==> src/rtl/riscv_lsu_if.sv <==
// Core-side and memory-side signals of the load/store unit, bundled as one interface.
// The LSU connects through the slave modport; the core/memory environment uses master.
interface riscv_lsu_if;
    logic        core_req_i;
    logic        core_we_i;
    logic [2:0]  core_size_i;
    logic [31:0] core_addr_i;
    logic [31:0] core_wd_i;
    logic [31:0] core_rd_o;
    logic        core_stall_o;
    logic        lsu_err_o;
    logic        mem_req_o;
    logic        mem_we_o;
    logic [3:0]  mem_be_o;
    logic [31:0] mem_addr_o;
    logic [31:0] mem_wd_o;
    logic [31:0] mem_rd_i;
    logic        mem_ready_i;

    modport slave (
        input  core_req_i, core_we_i, core_size_i, core_addr_i, core_wd_i,
        input  mem_rd_i, mem_ready_i,
        output core_rd_o, core_stall_o, lsu_err_o,
        output mem_req_o, mem_we_o, mem_be_o, mem_addr_o, mem_wd_o
    );

    modport master (
        output core_req_i, core_we_i, core_size_i, core_addr_i, core_wd_i,
        output mem_rd_i, mem_ready_i,
        input  core_rd_o, core_stall_o, lsu_err_o,
        input  mem_req_o, mem_we_o, mem_be_o, mem_addr_o, mem_wd_o
    );
endinterface

==> src/rtl/riscv_lsu.sv <==
// Load/store unit: turns core byte/half/word accesses into word-aligned memory
// transactions, stalls the core until memory answers, and flags bad or timed-out accesses.
module riscv_lsu #(
    parameter int unsigned TIMEOUT = 255
) (
    input  logic        clk_i,
    input  logic        rst_i,
    riscv_lsu_if.slave  bus
);

    typedef enum logic {ST_IDLE, ST_WAIT} state_t;

    state_t      state_q, state_d;
    logic [1:0]  off_q, off_d;
    logic [2:0]  size_q, size_d;
    logic [15:0] cnt_q, cnt_d;
    logic        err_q, err_d;

    logic        legal;
    logic        mem_req;
    logic        stall;
    logic [31:0] rd_data;
    logic [3:0]  be_c;
    logic [31:0] wd_c;
    logic [31:0] shifted;
    logic [7:0]  byte_v;
    logic [15:0] half_v;
    logic [31:0] load_data;

    // Alignment and size legality of the access currently presented by the core.
    always_comb begin
        legal = 1'b0;
        case (bus.core_size_i)
            3'd0, 3'd4: legal = 1'b1;
            3'd1, 3'd5: legal = ~bus.core_addr_i[0];
            3'd2:       legal = (bus.core_addr_i[1:0] == 2'b00);
            default:    legal = 1'b0;
        endcase
    end

    always_comb begin
        be_c = 4'b1111;
        wd_c = bus.core_wd_i;
        case (bus.core_size_i[1:0])
            2'd0: begin
                be_c = 4'b0001 << bus.core_addr_i[1:0];
                wd_c = {4{bus.core_wd_i[7:0]}};
            end
            2'd1: begin
                be_c = bus.core_addr_i[1] ? 4'b1100 : 4'b0011;
                wd_c = {2{bus.core_wd_i[15:0]}};
            end
            default: begin
                be_c = 4'b1111;
                wd_c = bus.core_wd_i;
            end
        endcase
    end

    // Read data is aligned with the offset and size captured when the access started.
    always_comb begin
        shifted   = bus.mem_rd_i >> {off_q, 3'b000};
        byte_v    = shifted[7:0];
        half_v    = off_q[1] ? bus.mem_rd_i[31:16] : bus.mem_rd_i[15:0];
        load_data = bus.mem_rd_i;
        case (size_q)
            3'd0:    load_data = {{24{byte_v[7]}}, byte_v};
            3'd4:    load_data = {24'h000000, byte_v};
            3'd1:    load_data = {{16{half_v[15]}}, half_v};
            3'd5:    load_data = {16'h0000, half_v};
            default: load_data = bus.mem_rd_i;
        endcase
    end

    always_comb begin
        state_d = state_q;
        off_d   = off_q;
        size_d  = size_q;
        cnt_d   = cnt_q;
        err_d   = 1'b0;
        mem_req = 1'b0;
        stall   = 1'b0;
        rd_data = 32'h0;
        case (state_q)
            ST_IDLE: begin
                if (bus.core_req_i) begin
                    if (legal) begin
                        mem_req = 1'b1;
                        stall   = 1'b1;
                        off_d   = bus.core_addr_i[1:0];
                        size_d  = bus.core_size_i;
                        cnt_d   = 16'h0;
                        state_d = ST_WAIT;
                    end else begin
                        err_d = 1'b1;
                    end
                end
            end
            ST_WAIT: begin
                if (!bus.core_req_i) begin
                    state_d = ST_IDLE;
                end else begin
                    mem_req = 1'b1;
                    // Ready has priority over the timeout check in the same cycle.
                    if (bus.mem_ready_i) begin
                        rd_data = bus.core_we_i ? 32'h0 : load_data;
                        state_d = ST_IDLE;
                    end else if (cnt_q == 16'(TIMEOUT)) begin
                        err_d   = 1'b1;
                        state_d = ST_IDLE;
                    end else begin
                        stall = 1'b1;
                        cnt_d = cnt_q + 16'd1;
                    end
                end
            end
            default: state_d = ST_IDLE;
        endcase
        // While reset is held the request is abandoned immediately, even if the core keeps asking.
        if (!rst_i) begin
            mem_req = 1'b0;
            stall   = 1'b0;
            rd_data = 32'h0;
        end
    end

    always_ff @(posedge clk_i or negedge rst_i) begin
        if (!rst_i) begin
            state_q <= ST_IDLE;
            off_q   <= 2'b00;
            size_q  <= 3'd0;
            cnt_q   <= 16'h0;
            err_q   <= 1'b0;
        end else begin
            state_q <= state_d;
            off_q   <= off_d;
            size_q  <= size_d;
            cnt_q   <= cnt_d;
            err_q   <= err_d;
        end
    end

    assign bus.mem_req_o    = mem_req;
    assign bus.mem_we_o     = mem_req & bus.core_we_i;
    assign bus.mem_be_o     = mem_req ? be_c : 4'b0000;
    assign bus.mem_addr_o   = mem_req ? {bus.core_addr_i[31:2], 2'b00} : 32'h0;
    assign bus.mem_wd_o     = mem_req ? wd_c : 32'h0;
    assign bus.core_stall_o = stall;
    assign bus.core_rd_o    = rd_data;
    assign bus.lsu_err_o    = err_q;

endmodule

==> src/flat_wrapper.sv <==
// flat-port wrapper written by rule: the top's interface ports become plain ports
module riscv_lsu_flat 
#(
    parameter int unsigned TIMEOUT = 255
)
  (clk_i, rst_i, bus_core_req_i, bus_core_we_i, bus_core_size_i, bus_core_addr_i, bus_core_wd_i, bus_mem_rd_i, bus_mem_ready_i, bus_core_rd_o, bus_core_stall_o, bus_lsu_err_o, bus_mem_req_o, bus_mem_we_o, bus_mem_be_o, bus_mem_addr_o, bus_mem_wd_o);
  riscv_lsu_if bus_i ();
  input  logic clk_i;
  input  logic rst_i;
  input wire logic [$bits(bus_i.core_req_i)-1:0] bus_core_req_i;
  input wire logic [$bits(bus_i.core_we_i)-1:0] bus_core_we_i;
  input wire logic [$bits(bus_i.core_size_i)-1:0] bus_core_size_i;
  input wire logic [$bits(bus_i.core_addr_i)-1:0] bus_core_addr_i;
  input wire logic [$bits(bus_i.core_wd_i)-1:0] bus_core_wd_i;
  input wire logic [$bits(bus_i.mem_rd_i)-1:0] bus_mem_rd_i;
  input wire logic [$bits(bus_i.mem_ready_i)-1:0] bus_mem_ready_i;
  output wire logic [$bits(bus_i.core_rd_o)-1:0] bus_core_rd_o;
  output wire logic [$bits(bus_i.core_stall_o)-1:0] bus_core_stall_o;
  output wire logic [$bits(bus_i.lsu_err_o)-1:0] bus_lsu_err_o;
  output wire logic [$bits(bus_i.mem_req_o)-1:0] bus_mem_req_o;
  output wire logic [$bits(bus_i.mem_we_o)-1:0] bus_mem_we_o;
  output wire logic [$bits(bus_i.mem_be_o)-1:0] bus_mem_be_o;
  output wire logic [$bits(bus_i.mem_addr_o)-1:0] bus_mem_addr_o;
  output wire logic [$bits(bus_i.mem_wd_o)-1:0] bus_mem_wd_o;
  assign bus_i.core_req_i = bus_core_req_i;
  assign bus_i.core_we_i = bus_core_we_i;
  assign bus_i.core_size_i = bus_core_size_i;
  assign bus_i.core_addr_i = bus_core_addr_i;
  assign bus_i.core_wd_i = bus_core_wd_i;
  assign bus_i.mem_rd_i = bus_mem_rd_i;
  assign bus_i.mem_ready_i = bus_mem_ready_i;
  assign bus_core_rd_o = bus_i.core_rd_o;
  assign bus_core_stall_o = bus_i.core_stall_o;
  assign bus_lsu_err_o = bus_i.lsu_err_o;
  assign bus_mem_req_o = bus_i.mem_req_o;
  assign bus_mem_we_o = bus_i.mem_we_o;
  assign bus_mem_be_o = bus_i.mem_be_o;
  assign bus_mem_addr_o = bus_i.mem_addr_o;
  assign bus_mem_wd_o = bus_i.mem_wd_o;
  riscv_lsu #(.TIMEOUT(TIMEOUT)) u_core (.clk_i(clk_i), .rst_i(rst_i), .bus(bus_i));
endmodule
==> config.mk <==
export PLATFORM = sky130hd
export DESIGN_NAME = riscv_lsu_flat
export DESIGN_NICKNAME = d
export VERILOG_FILES = /design/src/rtl/riscv_lsu_if.sv /design/src/rtl/riscv_lsu.sv /design/src/flat_wrapper.sv
export SDC_FILE = /design/constraint.sdc
export NUM_CORES = 1
export LEC_CHECK = 0
export CAP_MARGIN = 0
export CORE_MARGIN = 5
export CORE_UTILIZATION = 38
export CTS_BUF_LIST = sky130_fd_sc_hd__clkbuf_4
export DETAILED_ROUTE_END_ITERATION = 8
export PLACE_DENSITY = 0.9
export SLEW_MARGIN = 20
export SYNTH_ARGS = -nofsm -noshare
export SYNTH_HDL_FRONTEND = slang
export SYNTH_SLANG_ARGS = --single-unit
==> constraint.sdc <==
create_clock -name clk_i -period 6.43 [get_ports clk_i]
set_clock_uncertainty 0.15 [all_clocks]
set_input_delay 1.286 -clock clk_i [delete_from_list [all_inputs] [get_ports clk_i]]
set_output_delay 1.286 -clock clk_i [all_outputs]
set_load 0.05 [all_outputs]
After elaboration in Yosys (flattened, before gate mapping)
Index checks and enable logic that the tools add are counted.

Add/subtract/negate cells: 1. Equal/unequal tests: 14. Shift-type cells: 2. Multiplexer cells: 36. Bitwise gates (word level): 3. Reduce and logical (&&, ||, !) cells: 8.

Operators with widths (number): $mux 32 (7); $pmux 32 s4 (1); $mux 16 (6); $pmux 32 s2 (1); $pmux 16 s2 (1); $shr 32x5->8 (1); $add 16x1->16 const B (1); $eq 16x8->1 const B (1); $mux 1 (13); $eq 3x3->1 const B (4); $mux 4 (2); $ne 2x2->1 const B (4); $pmux 4 s2 (1); $eq 3x1->1 const B (2); $logic_not 3->1 (2); $pmux 1 s2 (3); $reduce_and 5->1 (1); $logic_not 2->1 (2); $reduce_or 2->1 (2); $shl 1x2->4 const A (1); $eq 3x2->1 const B (1); $pmux 1 s3 (1); $reduce_and 3->1 (1); $eq 2x1->1 const B (1); other kinds (3) (4).

Register bits: 23. Bits of input ports: 104. Output and inout bits: 104. Logic and storage cells: 69.

Longest topological paths before layout
Depth in word-level cells: 8. Gate-level depth with buffers: 6. Gate-level depth less buffers: 5.

Least setup slack after synthesis
No wires, ideal clock.

Path type: input to output. Start: input port bus_mem_rd_i[23]. End: output port bus_core_rd_o[21]. Data arrival time: 3.266 ns. Required time: 4.994 ns. Setup slack: 1.728 ns. Cell stages on the path: 5. Path buffers: 1. Path through: nor4bb_1 > a31oi_1 > a31o_2 > clkbuf_1 > a211oi_1.

Longest elaborated chain between the ends: 7.

Ends and longest elaborated chain: start: declaration (line flat_wrapper.sv:15) `input wire logic [$bits(bus_i.mem_rd_i)-1:0] bus_mem_rd_i;`; $shr 32x5->8 (line riscv_lsu.sv:62) `shifted = bus.mem_rd_i >> {off_q, 3'b000};`; $pmux 32 s4 (line riscv_lsu.sv:66) `case (size_q)`; $mux 32 (line riscv_lsu.sv:106) `rd_data = bus.core_we_i ? 32'h0 : load_data;`; $mux 32 (line riscv_lsu.sv:105) `if (bus.mem_ready_i) begin`; $mux 32 (line riscv_lsu.sv:100) `if (!bus.core_req_i) begin`; $mux 32 (line riscv_lsu.sv:84) `case (state_q)`; $mux 32 (line riscv_lsu.sv:120) `if (!rst_i) begin`; end: declaration (line flat_wrapper.sv:17) `output wire logic [$bits(bus_i.core_rd_o)-1:0] bus_core_rd_o;`.

Every way passes these cells.

Final worst setup path
Start: input port bus_core_addr_i[0]. End: output port bus_mem_wd_o[2].

Longest elaborated chain between the ends: 7. Elaborated cells between the ends (all ways): 8.

Ends and longest elaborated chain: start: declaration (line flat_wrapper.sv:13) `input wire logic [$bits(bus_i.core_addr_i)-1:0] bus_core_addr_i;`; $logic_not 2->1 or $not 1->1 (tied branches) (line riscv_lsu.sv:36, riscv_lsu.sv:35); $pmux 1 s3 * (line riscv_lsu.sv:33) `case (bus.core_size_i)`; $mux 1 * (line riscv_lsu.sv:87) `if (legal) begin`; $mux 1 * (line riscv_lsu.sv:86) `if (bus.core_req_i) begin`; $pmux 1 s2 * (line riscv_lsu.sv:84); $mux 1 * (line riscv_lsu.sv:120); $mux 32 * (line riscv_lsu.sv:147) `assign bus.mem_wd_o = mem_req ? wd_c : 32'h0;`; end: declaration (line flat_wrapper.sv:24) `output wire logic [$bits(bus_i.mem_wd_o)-1:0] bus_mem_wd_o;`.

Mark *: on every way between the ends. The rest lies on a longest branch, timed or not.

==> results.sh <==
export IMPL_min_delay_start="u_core.cnt_q[15]$_DFFE_PN0P_"
export IMPL_fin_crit_sh_pct=85.89
export IMPL_outcome="completed"
export IMPL_syn_inst=398
export IMPL_cts_setup_buffers=0
export IMPL_syn_area_sq_um=2711
export IMPL_dieWidth_um=94.47
export IMPL_clock_latency_ns=0.33
export IMPL_cp_slowest_cell="inv_1"
export IMPL_place_gp_congestion=0.8759
export IMPL_ctsHoldBuffers=0
export IMPL_dpl_hpwl_um=9996
export IMPL_leakagePower_nw=2.037
export IMPL_routedWlPerCell_um=17.95
export IMPL_crit_fanout=40
export IMPL_clkTransAtPathRegs_ns=0.13
export IMPL_syn_area_per_cell_sq_um=6.812
export IMPL_initial_utilization_pct=39.47
export IMPL_cpLargestDelayFamily="simple AND/OR/NAND/NOR gates"
export IMPL_cts_resized=0
export IMPL_syn2layout_area_growth_pct=91.56
export IMPL_period_minus_slack_ns=5.522
export IMPL_max_freq_mhz=181.1
export IMPL_slew_viol_final=0
export IMPL_detailedPlace_worstSlack_ns=0.9020
export IMPL_ys_warnings_count=0
export IMPL_io_buffers=205
export IMPL_async_flop_share_pct=100.0
export IMPL_diodes=0
export IMPL_path_class="primary input to primary output"
export IMPL_drive_gt1_share_pct=10.73
export IMPL_grt_use_total_pct=25.67
export IMPL_max_stage_delay_ns=0.71
export IMPL_row_count=30
export IMPL_grt_pass1_wl_um=18370
export IMPL_clock_path_buffers=2
export IMPL_placeableCoreArea_sq_um=6869
export IMPL_htree_levels=1
export IMPL_tns_ns=0
export IMPL_grt_start_max_net_pins=41
export IMPL_path_cells="clkdlybuf4s50_1, nor4_1, nor3_1, or2_2, inv_1, and2_1, buf_12"
export IMPL_worstPathRequired_ns=4.99
export IMPL_remaining_drc_errors=0
export IMPL_antenna_found_initial=0
export IMPL_cp_start_kind="primary input"
export IMPL_ys_seq_area_share_pct=21.23
export IMPL_ys_ff_latch=23
export IMPL_power_density_nw_per_um2=117.3
export IMPL_firstDrtPassIters=5
export IMPL_setup_violations=0
export IMPL_r2r_start="u_core.cnt_q[8]$_DFFE_PN0P_"
export IMPL_vias_per_cell=5.613
export IMPL_dieArea_sq_um=8925
export IMPL_cts_tree="done"
export IMPL_wl_um=12100
export IMPL_crit_arrival_ns=4.09
export IMPL_die_height_um=94.47
export IMPL_cap_violations=0
export IMPL_hold_viol=0
export IMPL_irDropWorstVdd_mv=0.06713
export IMPL_filler_cell_count=466
export IMPL_clock_sinks=23
export IMPL_grt_pass1_vias=3772
export IMPL_fin_area_sq_um=5194
export IMPL_vias=3783
export IMPL_rsz0062_at_grt="false"
export IMPL_fin_util_pct=75.61
export IMPL_finalWorstSetupSlack_ns=0.9076
export IMPL_ys_dominant_reg_cell="dfrtp_1"
export IMPL_end_kind="primary output"
export IMPL_drtIter0Drc=320
export IMPL_critPathBufInv=3
export IMPL_max_slew_worst_pin_slew_ns=1.067
export IMPL_crit_start="bus_core_addr_i[0]"
export IMPL_relSlewSlack_pct=28.78
export IMPL_synth_area_leaders="dfrtp_1, and2_1, nor2_1"
export IMPL_ant_nets=0
export IMPL_yosysTopAreaCellShare_pct=21.23
export IMPL_ios=208
export IMPL_hp_class="register to register"
export IMPL_grt_ovfl_total=0
export IMPL_synth_distinct_cells=47
export IMPL_clockRootBuffer="clkbuf_4"
export IMPL_cts_made_buffers=3
export IMPL_nets=684
export IMPL_post_dp_cell_area_sq_um=5166
export IMPL_synth_top_cell_by_area="dfrtp_1"
export IMPL_synth_edff_count=0
power breakdown:
group	switching, W	total, W	internal (W)
clock network	0.0000468	0.0000702	0.0000234
logic	0.000202	0.000361	0.000158
registers	0.0000246	0.000178	0.000154
final cells by class:
type                            count  area, sq um  share of cell area, %
Inverter                           17        63.81                  1.229
Sequential cell                    23        575.6                  11.08
Tap cell                           96        120.1                  2.313
Multi-Input combinational cell    325         1932                  37.20
Clock buffer                        3        22.52                 0.4336
Timing Repair Buffer              209         2475                  47.65
Clock inverter                      1        5.005                0.09636
logic make-up after synthesis:
family | Yosys count | synth area share [%]
and+or+nand+nor | 191 | 36.73
AOI/OAI and AO/OA | 110 | 25.10
buffers and inverters | 51 | 7.660
DFF | 23 | 21.23
muxes | 21 | 8.675
adders and majority gates | 1 | 0.4614
other | 1 | 0.1383
registers in the layout (all words and copies together), names as in the netlist:
signal                flops
u_core.state_q            1
u_core.size_q             3
u_core.off_q              2
u_core.cnt_q             16
u_core.bus.lsu_err_o      1
routing by layer:
layer	wire length (um)	GRT usage, %	vias up
met5	0	0	-
met4	599	13.34	0
met3	1311	7.251	43
met2	6084	46.04	251
met1	4099	27.22	1711
li1	-	-	1778
per-stage QoR:
| stage | power [W] | hold WS, ns | std cells |
|---|---|---|---|
| 6_report | 0.0006093 | 0.3854 | 674 |
| 5_1_grt | 0.0006423 | 0.3871 | 674 |
| 4_1_cts | 0.0006078 | 0.3792 | 674 |
| 3_5_place_dp | 0.0005390 | 0.3631 | 670 |
| 3_3_place_gp | 0.0005281 | 0.3198 | 670 |
| 2_1_floorplan | 0.0003759 | 0.2993 | 399 |
Yosys cell counts, drive strengths merged, types with 4 or more instances:
| cell | number |
|---|---|
| o31ai | 9 |
| nor2 | 53 |
| or3 | 5 |
| mux2i | 19 |
| inv | 17 |
| o21ai | 27 |
| nand2b | 4 |
| dfrtp | 23 |
| a21oi | 34 |
| and2 | 42 |
| nor3 | 10 |
| nand2 | 42 |
| a211oi | 16 |
| clkbuf | 25 |
| or4 | 9 |
| nand3 | 7 |
| a221oi | 8 |
| buf | 9 |
| o22ai | 7 |
final timing paths:
check	cells past startpoint	to	slack, ns
setup / recovery	7	bus_mem_wd_o[2]	0.91
hold / removal	1	u_core.cnt_q[15]$_DFFE_PN0P_	0.39
setup reg to reg	4	u_core.cnt_q[3]$_DFFE_PN0P_	4.05
hold reg to reg	1	u_core.cnt_q[15]$_DFFE_PN0P_	0.39
max in group asynchronous	2	u_core.cnt_q[11]$_DFFE_PN0P_	4.66
min in group asynchronous	2	u_core.cnt_q[9]$_DFFE_PN0P_	1.24
cells in the final DEF, fill, tap and decap left out, types with 3 or more instances in the layout:
master and n:
a221oi_1 8, a211oi_1 16, nor3_1 9, buf_12 40, nand2_1 42, buf_4 7, nand2b_1 4, o21ai_0 26
o22ai_1 7, dfrtp_1 23, nor2_1 53, or3_1 5, inv_1 17, clkdlybuf4s50_1 162, nand3_1 7, a21oi_1 34
or4_1 8, clkbuf_4 3, and2_1 42, o31ai_1 9, mux2i_1 19
(Power assumes the default switching activity.)
